### config.mk
export PLATFORM = sky130hd
export DESIGN_NAME = demux_one_to_4_stream_flat
export DESIGN_NICKNAME = d
export VERILOG_FILES = /design/src/rtl/demux_one_to_4_stream_if.sv /design/src/rtl/demux_one_to_4_stream.sv /design/src/flat_wrapper.sv
export SDC_FILE = /design/constraint.sdc
export NUM_CORES = 1
export LEC_CHECK = 0
export ABC_AREA = 1
export BUFFER_PORTS_ARGS = -buffer_cell sky130_fd_sc_hd__buf_2
export CAP_MARGIN = 20
export CORE_ASPECT_RATIO = 0.9
export CORE_MARGIN = 10
export CORE_UTILIZATION = 45
export DETAILED_ROUTE_END_ITERATION = 8
export PLACE_DENSITY = 0.8
export SETUP_SLACK_MARGIN = 0.4
export SYNTH_ARGS = -nofsm -noshare
export SYNTH_HDL_FRONTEND = slang
export SYNTH_SLANG_ARGS = --single-unit
export TNS_END_PERCENT = 50
### constraint.sdc
create_clock -name clk -period 1.82 [get_ports clk]
set_clock_uncertainty 0.15 [all_clocks]
set_input_delay 0.182 -clock clk [delete_from_list [all_inputs] [get_ports clk]]
set_output_delay 0.182 -clock clk [all_outputs]
set_load 0.01 [all_outputs]
### src/rtl/demux_one_to_4_stream_if.sv
// Stream bundle for the 1-to-4 demultiplexer: one upstream valid/ready channel,
// four downstream valid/ready channels, and the destination select controls.
interface demux_one_to_4_stream_if #(
  parameter int unsigned W = 8
) ();
   logic [W-1:0] in_data;
   logic         in_valid;
   logic         in_ready;
   logic         s0;
   logic         s1;
   logic         rr_en;
   logic [W-1:0] out0_data;
   logic [W-1:0] out1_data;
   logic [W-1:0] out2_data;
   logic [W-1:0] out3_data;
   logic [3:0]   out_valid;
   logic [3:0]   out_ready;
   logic [1:0]   rr_ptr;

   modport master (
      output in_data, in_valid, s0, s1, rr_en, out_ready,
      input  in_ready, out0_data, out1_data, out2_data, out3_data, out_valid, rr_ptr
   );

   modport slave (
      input  in_data, in_valid, s0, s1, rr_en, out_ready,
      output in_ready, out0_data, out1_data, out2_data, out3_data, out_valid, rr_ptr
   );
endinterface

### src/rtl/demux_one_to_4_stream.sv
// Registered 1-to-4 stream demultiplexer with a one-word holding register per output
// and an optional round-robin destination mode.
module demux_one_to_4_stream #(
   parameter int unsigned W = 8
) (
   input logic                     clk,
   input logic                     rst,
   demux_one_to_4_stream_if.slave  bus
);

   logic [W-1:0] data_q [4];
   logic [3:0]   vld_q;
   logic [3:0]   vld_d;
   logic [1:0]   rr_ptr_q;
   logic [1:0]   tgt;
   logic         in_ready;
   logic         accept;
   logic [3:0]   fill;

   always_comb begin
      tgt      = bus.rr_en ? rr_ptr_q : {bus.s0, bus.s1};
      in_ready = ~vld_q[tgt] | bus.out_ready[tgt];
      accept   = bus.in_valid & in_ready;
      fill     = accept ? (4'b0001 << tgt) : 4'b0000;
      // A fill wins over a same-cycle drain so the slot stays valid with the new word.
      vld_d    = fill | (vld_q & ~bus.out_ready);
   end

   always_ff @(posedge clk or posedge rst) begin
      if (rst) begin
         vld_q    <= 4'b0000;
         rr_ptr_q <= 2'd0;
         for (int k = 0; k < 4; k++) begin
            data_q[k] <= '0;
         end
      end else begin
         vld_q <= vld_d;
         for (int k = 0; k < 4; k++) begin
            if (fill[k]) begin
               data_q[k] <= bus.in_data;
            end
         end
         if (accept && bus.rr_en) begin
            rr_ptr_q <= rr_ptr_q + 2'd1;
         end
      end
   end

   assign bus.in_ready  = in_ready;
   assign bus.out0_data = data_q[0];
   assign bus.out1_data = data_q[1];
   assign bus.out2_data = data_q[2];
   assign bus.out3_data = data_q[3];
   assign bus.out_valid = vld_q;
   assign bus.rr_ptr    = rr_ptr_q;

endmodule

### src/flat_wrapper.sv
// flat-port wrapper written by rule: the top's interface ports become plain ports
module demux_one_to_4_stream_flat 
#(
   parameter int unsigned W = 8
)
  (clk, rst, bus_in_data, bus_in_valid, bus_s0, bus_s1, bus_rr_en, bus_out_ready, bus_in_ready, bus_out0_data, bus_out1_data, bus_out2_data, bus_out3_data, bus_out_valid, bus_rr_ptr);
  demux_one_to_4_stream_if #(.W(W)) bus_i ();
  input logic clk;
  input logic rst;
  input wire logic [$bits(bus_i.in_data)-1:0] bus_in_data;
  input wire logic [$bits(bus_i.in_valid)-1:0] bus_in_valid;
  input wire logic [$bits(bus_i.s0)-1:0] bus_s0;
  input wire logic [$bits(bus_i.s1)-1:0] bus_s1;
  input wire logic [$bits(bus_i.rr_en)-1:0] bus_rr_en;
  input wire logic [$bits(bus_i.out_ready)-1:0] bus_out_ready;
  output wire logic [$bits(bus_i.in_ready)-1:0] bus_in_ready;
  output wire logic [$bits(bus_i.out0_data)-1:0] bus_out0_data;
  output wire logic [$bits(bus_i.out1_data)-1:0] bus_out1_data;
  output wire logic [$bits(bus_i.out2_data)-1:0] bus_out2_data;
  output wire logic [$bits(bus_i.out3_data)-1:0] bus_out3_data;
  output wire logic [$bits(bus_i.out_valid)-1:0] bus_out_valid;
  output wire logic [$bits(bus_i.rr_ptr)-1:0] bus_rr_ptr;
  assign bus_i.in_data = bus_in_data;
  assign bus_i.in_valid = bus_in_valid;
  assign bus_i.s0 = bus_s0;
  assign bus_i.s1 = bus_s1;
  assign bus_i.rr_en = bus_rr_en;
  assign bus_i.out_ready = bus_out_ready;
  assign bus_in_ready = bus_i.in_ready;
  assign bus_out0_data = bus_i.out0_data;
  assign bus_out1_data = bus_i.out1_data;
  assign bus_out2_data = bus_i.out2_data;
  assign bus_out3_data = bus_i.out3_data;
  assign bus_out_valid = bus_i.out_valid;
  assign bus_rr_ptr = bus_i.rr_ptr;
  demux_one_to_4_stream #(.W(W)) u_core (.clk(clk), .rst(rst), .bus(bus_i));
endmodule
==> results of run 1 <==
[synth_stat cells]
library cell,n
clkbuf_1,3
nor2_2,2
nand3_1,4
clkinv_1,2
nand2_2,3
o21ai_1,1
o21ai_2,1
nand2_1,84
nand3_4,4
nand2_4,1
buf_6,1
dfrtp_1,38
nand4_1,34
inv_1,10
o21ai_0,4
buf_2,4
xor2_1,1
[stage by stage]
stage / total power (W) / setup slack, ns / instances / area [um^2] / utilization
floorplan: 0.00226 / 0.283 / 197 / 1750 / -
global placement: 0.00287 / 0.150 / 296 / 2110 / 0.564
finish: 0.00390 / -0.0180 / 324 / 2540 / 0.681
detailed placement: 0.00291 / 0.0918 / 296 / 2110 / 0.564
CTS: 0.00377 / 0.0172 / 321 / 2430 / 0.651
global route: 0.00420 / -0.109 / 324 / 2540 / 0.681
[cells by family after synthesis]
logic type | synth area share
flip-flops | 0.546
buffers and inverters | 0.0503
AO/OA/AOI/OAI | 0.0194
AND/OR/NAND/NOR | 0.379
XOR/XNOR | 0.00503
[placed cells by master (no fill, tap or decap), types with 4 or more instances in the layout]
master,instances
clkbuf_8,6
dfrtp_1,37
dlygate4sd3_1,5
nand2_4,4
nand2_1,70
nand3_4,8
buf_4,9
nand3_1,4
inv_1,8
buf_2,54
nand4_1,34
nand2_2,14
buf_6,4
[what timing repair did]
action,4_1_cts,5_1_grt
buffers inserted,7,1
hold endpoints to repair,42,1
setup endpoints to repair,39,39
pin swaps,4,12
hold buffers,4,1
gates cloned,6,1
gates resized for setup,9,22
[layer usage]
layer  global-route usage  part of all wire  up-vias
met5                    0                 0        -
met4               0.0691             0.016        0
met3               0.0582             0.091       10
met2                0.247              0.48       84
met1                0.195              0.41      844
li1                     -                 -      831
[path summary, 6_finish.rpt]
path	slack [ns]	depth (start not counted)	endpoint	startpoint
worst min register to register	0.32	2	u_core.bus.out3_data[3]	u_core.bus.out3_data[3]
max in group asynchronous	0.78	4	u_core.bus.rr_ptr[0]	rst
worst max register to register	-0.01	10	u_core.bus.out0_data[1]	u_core.bus.rr_ptr[0]
worst min-delay path	0.03	3	u_core.bus.out3_data[6]	bus_in_data[6]
worst max-delay path	-0.02	8	bus_in_ready	u_core.bus.rr_ptr[0]
min in group asynchronous	0.38	4	u_core.bus.out2_data[3]	rst
[registers in the layout, indices dropped and copies added, names as in the netlist]
register,cells
u_core.bus.out1_data,8
u_core.bus.rr_ptr,2
u_core.bus.out_valid,4
u_core.bus.out3_data,8
u_core.bus.out0_data,8
u_core.bus.out2_data,8
[power groups by stage]
stage	Combinational, W	Clock (W)	Sequential, W
after floorplan	0.000623	0	0.00164
after global placement	0.00142	0	0.00145
after detailed placement	0.00145	0	0.00146
after CTS	0.00173	0.000606	0.00143
after global routing	0.00205	0.000646	0.00150
final	0.00185	0.000600	0.00145
[area by class of cell]
class	count	share of cell area
clock buffer	7	0.0340
clock inverter	1	0.00197
inverter	12	0.0192
multi-input combinational	144	0.335
sequential	38	0.375
tap	46	0.0227
timing repair buffer	76	0.212
[tightest hold or removal path: stages]
cell and delay, ns:
buf_2 0.13, nand4_1 0.08, nand2_1 0.05
==> results.sh, run 1 <==
export IMPL_htree_levels=2
export IMPL_drtAntennaViolNets=0
export IMPL_n_fill_cell=310
export IMPL_report_final_slew_viol_count=0
export IMPL_clockBufferDepth=2
export IMPL_gr_total_overflow=0
export IMPL_synth_top_cell_area_share=0.546
export IMPL_seqCellArea_um2=952
export IMPL_core_area_um2=3730
export IMPL_p_switching_w=0.00155
export IMPL_slowest_delay_ns=0.43
export IMPL_path_max_fanout=5
export IMPL_antenna_found_initial=0
export IMPL_drtPass1Iterations=4
export IMPL_wirelength_mm=5.40
export IMPL_critPathRequiredTime_ns=1.49
export IMPL_leakagePower_nw=1.36
export IMPL_drc=0
export IMPL_seq_area_frac_synth=0.546
export IMPL_area_delta_synth_final_pct=45.8
export IMPL_crit_top_cell="nand2_4"
export IMPL_slew_headroom=0.449
export IMPL_nets=295
export IMPL_worst_slack_ns=-0.0180
export IMPL_grt_max_degree=39
export IMPL_yosys_top_cells_area="dfrtp_1 (55%), nand2_1 (18%), nand4_1 (12%)"
export IMPL_p_per_area_nw_per_um2=1540
export IMPL_cpMaxStageDelayCell="dfrtp_2"
export IMPL_fmax_ghz=0.544
export IMPL_cp_top_family="flip-flops"
export IMPL_grt_use_total=0.160
export IMPL_grt_pass1_wl_mm=8.77
export IMPL_grt_pass1_vias=1826
export IMPL_gp_congestion=0.788
export IMPL_antenna_cells=0
export IMPL_fin_hold_ws_ns=0.0311
export IMPL_start_util=0.467
export IMPL_period_needed_ns=1.84
export IMPL_hold_viol=0
export IMPL_drt_iter0_markers=181
export IMPL_tns_ns=-0.0287
export IMPL_cts_root_buf="clkbuf_8"
export IMPL_portBuffers=56
export IMPL_path_buf_inv=2
export IMPL_place_hpwl_mm=3.48
export IMPL_clock_latency_ns=0.29
export IMPL_die_h_um=79.0
export IMPL_power_frac_clock=0.154
export IMPL_netlist_instances=197
export IMPL_tritoncts="done"
export IMPL_rows=21
export IMPL_fin_crit_sh=1.01
export IMPL_cellInternalPower_w=0.00235
export IMPL_post_drt_wl_per_cell_um=16.7
export IMPL_die_w_um=85.6
export IMPL_seqPwrFrac=0.373
export IMPL_cts_sinks=38
export IMPL_violations="negative setup slack"
export IMPL_die_area_um2=6760
export IMPL_endpoint_kind="primary output"
export IMPL_combPwrFrac=0.473
export IMPL_synthesis_area_um2=1740
export IMPL_synth_fp_nets=215
export IMPL_synth_avg_cell_area_um2=8.84
export IMPL_hp_class="input pin to flip-flop"
export IMPL_yosysWarnings=0
export IMPL_yosysTopAreaCell="dfrtp_1"
export IMPL_swShare=0.396
export IMPL_dr_total_vias=1769
export IMPL_io_pins=57
export IMPL_rsz0062_at_grt="yes"
export IMPL_cap_violations=0
export IMPL_path_cells="nand2_4 -> nand2_8 -> o21ai_2 -> nand2_1 -> nand2_2 -> nand2_4 -> buf_12 -> buf_6"
export IMPL_cts_inserted_buffers=5
export IMPL_status="finished, violations left"
export IMPL_finalSetupViolCount=3
export IMPL_multiInputGateArea_um2=852
export IMPL_vias_per_cell=5.46
export IMPL_vdd_drop_max_mv=0.792
export IMPL_start_kind="flip-flop"
export IMPL_worstMarginPinSlew_ns=0.826
export IMPL_ys_types=17
export IMPL_ys_ff_latch=38
export IMPL_worstSetupPathType="flip-flop to primary output"
export IMPL_clk_pin_slew_worst_paths_ns=0.07
export IMPL_arrival_ns=1.51
export IMPL_drive_gt1_frac=0.406
Power figures use the tool's default switching activity.
==> inputs of run 2 (changes only) <==
SKIP_CTS_REPAIR_TIMING = 1   (was not set)
==> run 2 against run 1 <==
The flow still finishes with violations (negative setup slack); worst setup slack worse by 0.034 ns; first-iteration DRC count is 13% lower; routed wire length is 2.6% lower; die area stayed put; combinational power is 5% lower; via count is 2.6% lower; sequential share of layout area is 0.58 points higher; critical path depth stayed put; count of clock-buffer cells in the layout stayed put; sequential power hardly changed; fmax is 1.8% lower; critical path type unchanged; critical endpoint unchanged; largest power group unchanged.
==> results.sh, run 2 (synthesis gave the netlist of run 1 again) <==
export IMPL_core_area_um2=3730
export IMPL_seqPwrFrac=0.383
export IMPL_rows=21
export IMPL_die_area_um2=6760
export IMPL_clk_pin_slew_worst_paths_ns=0.07
export IMPL_start_kind="flip-flop"
export IMPL_post_drt_wl_per_cell_um=16.2
export IMPL_p_per_area_nw_per_um2=1530
export IMPL_leakagePower_nw=1.34
export IMPL_p_switching_w=0.00153
export IMPL_tritoncts="done"
export IMPL_utilization=0.670
export IMPL_dp_cells=296
export IMPL_cts_inserted_buffers=5
export IMPL_worst_slack_ns=-0.0516
export IMPL_critPathRequiredTime_ns=1.49
export IMPL_path_max_fanout=8
export IMPL_grt_use_total=0.143
export IMPL_antenna_cells=0
export IMPL_endpoint_kind="primary output"
export IMPL_clockBufferDepth=2
export IMPL_grt_pass1_vias=1635
export IMPL_cap_violations=0
export IMPL_startpoint="u_core.bus.rr_ptr[0]"
export IMPL_status="finished, violations left"
export IMPL_hp_class="input pin to flip-flop"
export IMPL_dr_total_vias=1723
export IMPL_r2r_end="u_core.bus.out3_data[5]"
export IMPL_worstSetupPathType="flip-flop to primary output"
export IMPL_min_from="bus_in_data[2]"
export IMPL_cts_root_buf="clkbuf_8"
export IMPL_report_final_slew_viol_count=0
export IMPL_worstMarginPinSlew_ns=0.792
export IMPL_drt_iter0_markers=158
export IMPL_area_delta_synth_final_pct=43.6
export IMPL_drc=0
export IMPL_clock_latency_ns=0.30
export IMPL_io_pins=57
export IMPL_htree_levels=2
export IMPL_finalNonFillerCells=325
export IMPL_power_frac_clock=0.157
export IMPL_grt_max_degree=39
export IMPL_fin_crit_sh=1.03
export IMPL_drtAntennaViolNets=0
export IMPL_arrival_ns=1.54
export IMPL_r2r_slack_ns=-0.01
export IMPL_drive_gt1_frac=0.416
export IMPL_die_w_um=85.6
export IMPL_period_needed_ns=1.87
export IMPL_cts_sinks=38
export IMPL_rr_worst_depth=11
export IMPL_vdd_drop_max_mv=0.724
export IMPL_start_util=0.467
export IMPL_wirelength_mm=5.26
export IMPL_drtPass1Iterations=4
export IMPL_swShare=0.399
export IMPL_portBuffers=56
export IMPL_fin_hold_ws_ns=0.0389
export IMPL_r2r_start="u_core.bus.rr_ptr[0]"
export IMPL_fin_area_um2=2500
export IMPL_gp_congestion=0.788
export IMPL_hold_viol=0
export IMPL_grt_pass1_wl_mm=7.87
export IMPL_place_hpwl_mm=3.48
export IMPL_cellInternalPower_w=0.00230
export IMPL_gr_total_overflow=0
export IMPL_final_common_cell="nand2_1"
export IMPL_rsz0062_at_grt="yes"
export IMPL_combPwrFrac=0.459
export IMPL_placed_area_um2=2110
export IMPL_mostFrequentLayoutCells="nand2_1 (67), buf_2 (55), dfrtp_1 (37), nand4_1 (34), nand2_2 (17)"
export IMPL_min_path_cells=3
export IMPL_violations="negative setup slack"
export IMPL_fmax_ghz=0.534
export IMPL_vias_per_cell=5.30
export IMPL_die_h_um=79.0
export IMPL_nets=296
export IMPL_slew_headroom=0.472
export IMPL_finalSetupViolCount=3
export IMPL_hold_end="u_core.bus.out2_data[2]"
export IMPL_antenna_found_initial=0
==> run 2: changes by cell type in the layout (fill, tap and decap cells not counted), sizes merged <==
cell / previous run / this run
buf: 69 / 72
clkbuf: 7 / 8
bufbuf: 2 / 0
nand2: 89 / 88
==> run 2: final cells by class <==
type                       count  area, um^2
fill                         304        1230
sequential                    38         952
multi-input combinational    143         832
timing repair buffer          78         519
clock buffer                   7        86.3
tap                           46        57.6
inverter                      12        48.8
clock inverter                 1        5.00
==> run 2: how the worst max path moves through the flow <==
stage | end | slack [ns]
after floorplan | u_core.bus.out1_data[0] | 0.28
after global placement | u_core.bus.out1_data[5] | 0.15
after detailed placement | u_core.bus.out1_data[4] | 0.09
after CTS | bus_in_ready | -0.13
after global routing | bus_in_ready | -0.14
final | bus_in_ready | -0.05
==> run 2: worst max-delay path, stage by stage (launching register included) <==
cell	delay [ns]
dfrtp_2	0.44
nand2_4	0.11
nand2_8	0.08
o21ai_1	0.14
nand2_1	0.08
nand2_2	0.08
nand2_4	0.06
buf_12	0.13
buf_6	0.11
==> run 2: metal layers <==
metal  vias up  GRT usage  part of all wire
met4         0     0.0674             0.027
met1       804      0.179              0.42
met2        75      0.210              0.47
met3        14     0.0592             0.082
li1        830          -                 -
met5         -          0                 0
==> run 2: metrics by stage <==
stage,setup TNS [ns],total power (W),setup WS [ns]
after floorplan,0,0.00226,0.283
after global placement,0,0.00287,0.150
after detailed placement,0,0.00291,0.0918
after CTS,-0.128,0.00352,-0.128
after global routing,-2.24,0.00412,-0.144
final,-0.0622,0.00382,-0.0516
==> run 2: power by group through the flow <==
stage               Combinational (W)  Clock, W  Sequential, W
floorplan                    0.000623         0        0.00164
global placement              0.00142         0        0.00145
detailed placement            0.00145         0        0.00146
CTS                           0.00146  0.000606        0.00145
global route                  0.00196  0.000641        0.00152
finish                        0.00176  0.000601        0.00147
==> inputs of run 3 (changes only) <==
PLACE_DENSITY = not set   (was 0.8)
PLACE_DENSITY_LB_ADDON = 0.12   (was not set)
==> run 3 against run 2 <==
The run ends with negative hold slack, negative setup slack left; critical path depth grew 2; sequential share of layout area up 0.21 points; combinational power decreased by 5%; flip-flop and latch count did not move; hold slack got worse by 0.077 ns; global-route usage decreased by 0.73 points; register-to-register slack better by 0.04 ns; total power decreased by 0.24%; largest cell class unchanged.
==> results.sh, run 3 (synthesis gave the netlist of run 1 again) <==
export IMPL_cts_root_buf="clkbuf_8"
export IMPL_p_per_area_nw_per_um2=1530
export IMPL_r2r_start="u_core.bus.rr_ptr[0]"
export IMPL_report_final_slew_viol_count=0
export IMPL_gp_congestion=0.768
export IMPL_cts_inserted_buffers=5
export IMPL_wirelength_mm=4.95
export IMPL_grt_pass1_vias=1534
export IMPL_power_frac_clock=0.174
export IMPL_crit_end="bus_in_ready"
export IMPL_drive_gt1_frac=0.413
export IMPL_die_h_um=79.0
export IMPL_worstSetupPathType="flip-flop to primary output"
export IMPL_mostFrequentLayoutCells="nand2_1 (70), buf_2 (55), dfrtp_1 (37), nand4_1 (34), nand2_2 (15)"
export IMPL_finalSetupViolCount=1
export IMPL_post_drt_wl_per_cell_um=15.4
export IMPL_grt_max_degree=39
export IMPL_combPwrFrac=0.441
export IMPL_gr_total_overflow=0
export IMPL_place_hpwl_mm=3.45
export IMPL_vdd_drop_max_mv=0.711
export IMPL_die_area_um2=6760
export IMPL_endpoint_kind="primary output"
export IMPL_fin_crit_sh=1.01
export IMPL_antenna_found_initial=0
export IMPL_start_kind="flip-flop"
export IMPL_drtAntennaViolNets=0
export IMPL_r2r_slack_ns=0.03
export IMPL_antenna_cells=0
export IMPL_grt_pass1_wl_mm=7.51
export IMPL_period_needed_ns=1.84
export IMPL_drtPass1Iterations=4
export IMPL_final_common_cell="nand2_1"
export IMPL_clock_latency_ns=0.29
export IMPL_cap_violations=0
export IMPL_rr_worst_depth=7
export IMPL_portBuffers=56
export IMPL_leakagePower_nw=1.34
export IMPL_grt_use_total=0.136
export IMPL_clk_pin_slew_worst_paths_ns=0.07
export IMPL_utilization=0.667
export IMPL_slew_headroom=0.547
export IMPL_critPathRequiredTime_ns=1.49
export IMPL_htree_levels=2
export IMPL_core_area_um2=3730
export IMPL_swShare=0.383
export IMPL_start_util=0.467
export IMPL_drt_iter0_markers=125
export IMPL_area_delta_synth_final_pct=42.8
export IMPL_tritoncts="done"
export IMPL_seqPwrFrac=0.385
export IMPL_rsz0062_at_grt="yes"
export IMPL_startpoint="u_core.bus.rr_ptr[0]"
export IMPL_vias_per_cell=5.10
export IMPL_r2r_end="u_core.bus.out0_data[7]"
export IMPL_hold_viol=1
export IMPL_fmax_ghz=0.545
export IMPL_worstMarginPinSlew_ns=0.680
export IMPL_cellInternalPower_w=0.00235
export IMPL_rows=21
export IMPL_clockBufferDepth=2
export IMPL_worst_slack_ns=-0.0161
export IMPL_cts_sinks=38
export IMPL_nets=293
export IMPL_arrival_ns=1.50
export IMPL_drc=0
export IMPL_die_w_um=85.6
export IMPL_status="finished, violations left"
export IMPL_dr_total_vias=1643
export IMPL_violations="negative hold slack, negative setup slack"
export IMPL_p_switching_w=0.00146
export IMPL_hp_class="input pin to flip-flop"
export IMPL_path_max_fanout=7
export IMPL_fin_hold_ws_ns=-0.0384
export IMPL_io_pins=57
## run 3: layout make-up
class / count / area, um^2
Tap cell: 46 / 57.6
Sequential cell: 38 / 952
Clock buffer: 8 / 110
Timing Repair Buffer: 76 / 509
Fill cell: 295 / 1240
Multi-Input combinational cell: 142 / 810
Inverter: 12 / 48.8
## run 3: worst min-delay path by stage
stage | startpoint | end | slack (ns) | cells after the start
after floorplan | bus_out_ready[0] | u_core.bus.out_valid[0] | 0.13 | 1
after CTS | rst | u_core.bus.out2_data[7] | -0.13 | 3
final | bus_out_ready[3] | u_core.bus.out_valid[3] | -0.04 | 2
after global placement | rst | u_core.bus.out3_data[3] | 0.17 | 3
after global routing | bus_out_ready[3] | u_core.bus.out_valid[3] | -0.05 | 2
after detailed placement | rst | u_core.bus.out3_data[2] | 0.18 | 3
## run 3: power groups by stage
stage          registers, W  clock network, W  logic, W
4_1_cts             0.00145          0.000682   0.00145
5_1_grt             0.00152          0.000720   0.00188
6_report            0.00147          0.000663   0.00168
2_1_floorplan       0.00164                 0  0.000623
3_5_place_dp        0.00146                 0   0.00144
3_3_place_gp        0.00146                 0   0.00142
## run 3: critical path, stage by stage (launching register included)
cell     delay (ns)
dfrtp_2        0.45
nand2_4        0.12
nand2_8        0.07
nand2_1        0.06
nand2_1        0.05
nand2_1        0.05
nand2_1        0.05
inv_2          0.06
nand2_4        0.06
buf_12         0.13
buf_6          0.11
## run 3: through the flow
step                total power [W]  worst slack [ns]  std cells  cell area [um^2]  TNS, ns
finish                      0.00382           -0.0161        322              2490  -0.0161
global route                0.00411            -0.127        322              2490    -2.25
CTS                         0.00358            -0.124        305              2220   -0.124
detailed placement          0.00290            0.0941        297              2110        0
global placement            0.00288             0.139        297              2110        0
floorplan                   0.00226             0.283        197              1750        0
## run 3: metal layers
layer  part of all wire  global-route usage  vias up
li1                   -                   -      833
met1               0.42               0.169      747
met2               0.49               0.212       56
met3              0.089              0.0551        7
met4             0.0089              0.0395        0
met5                  0                   0        -
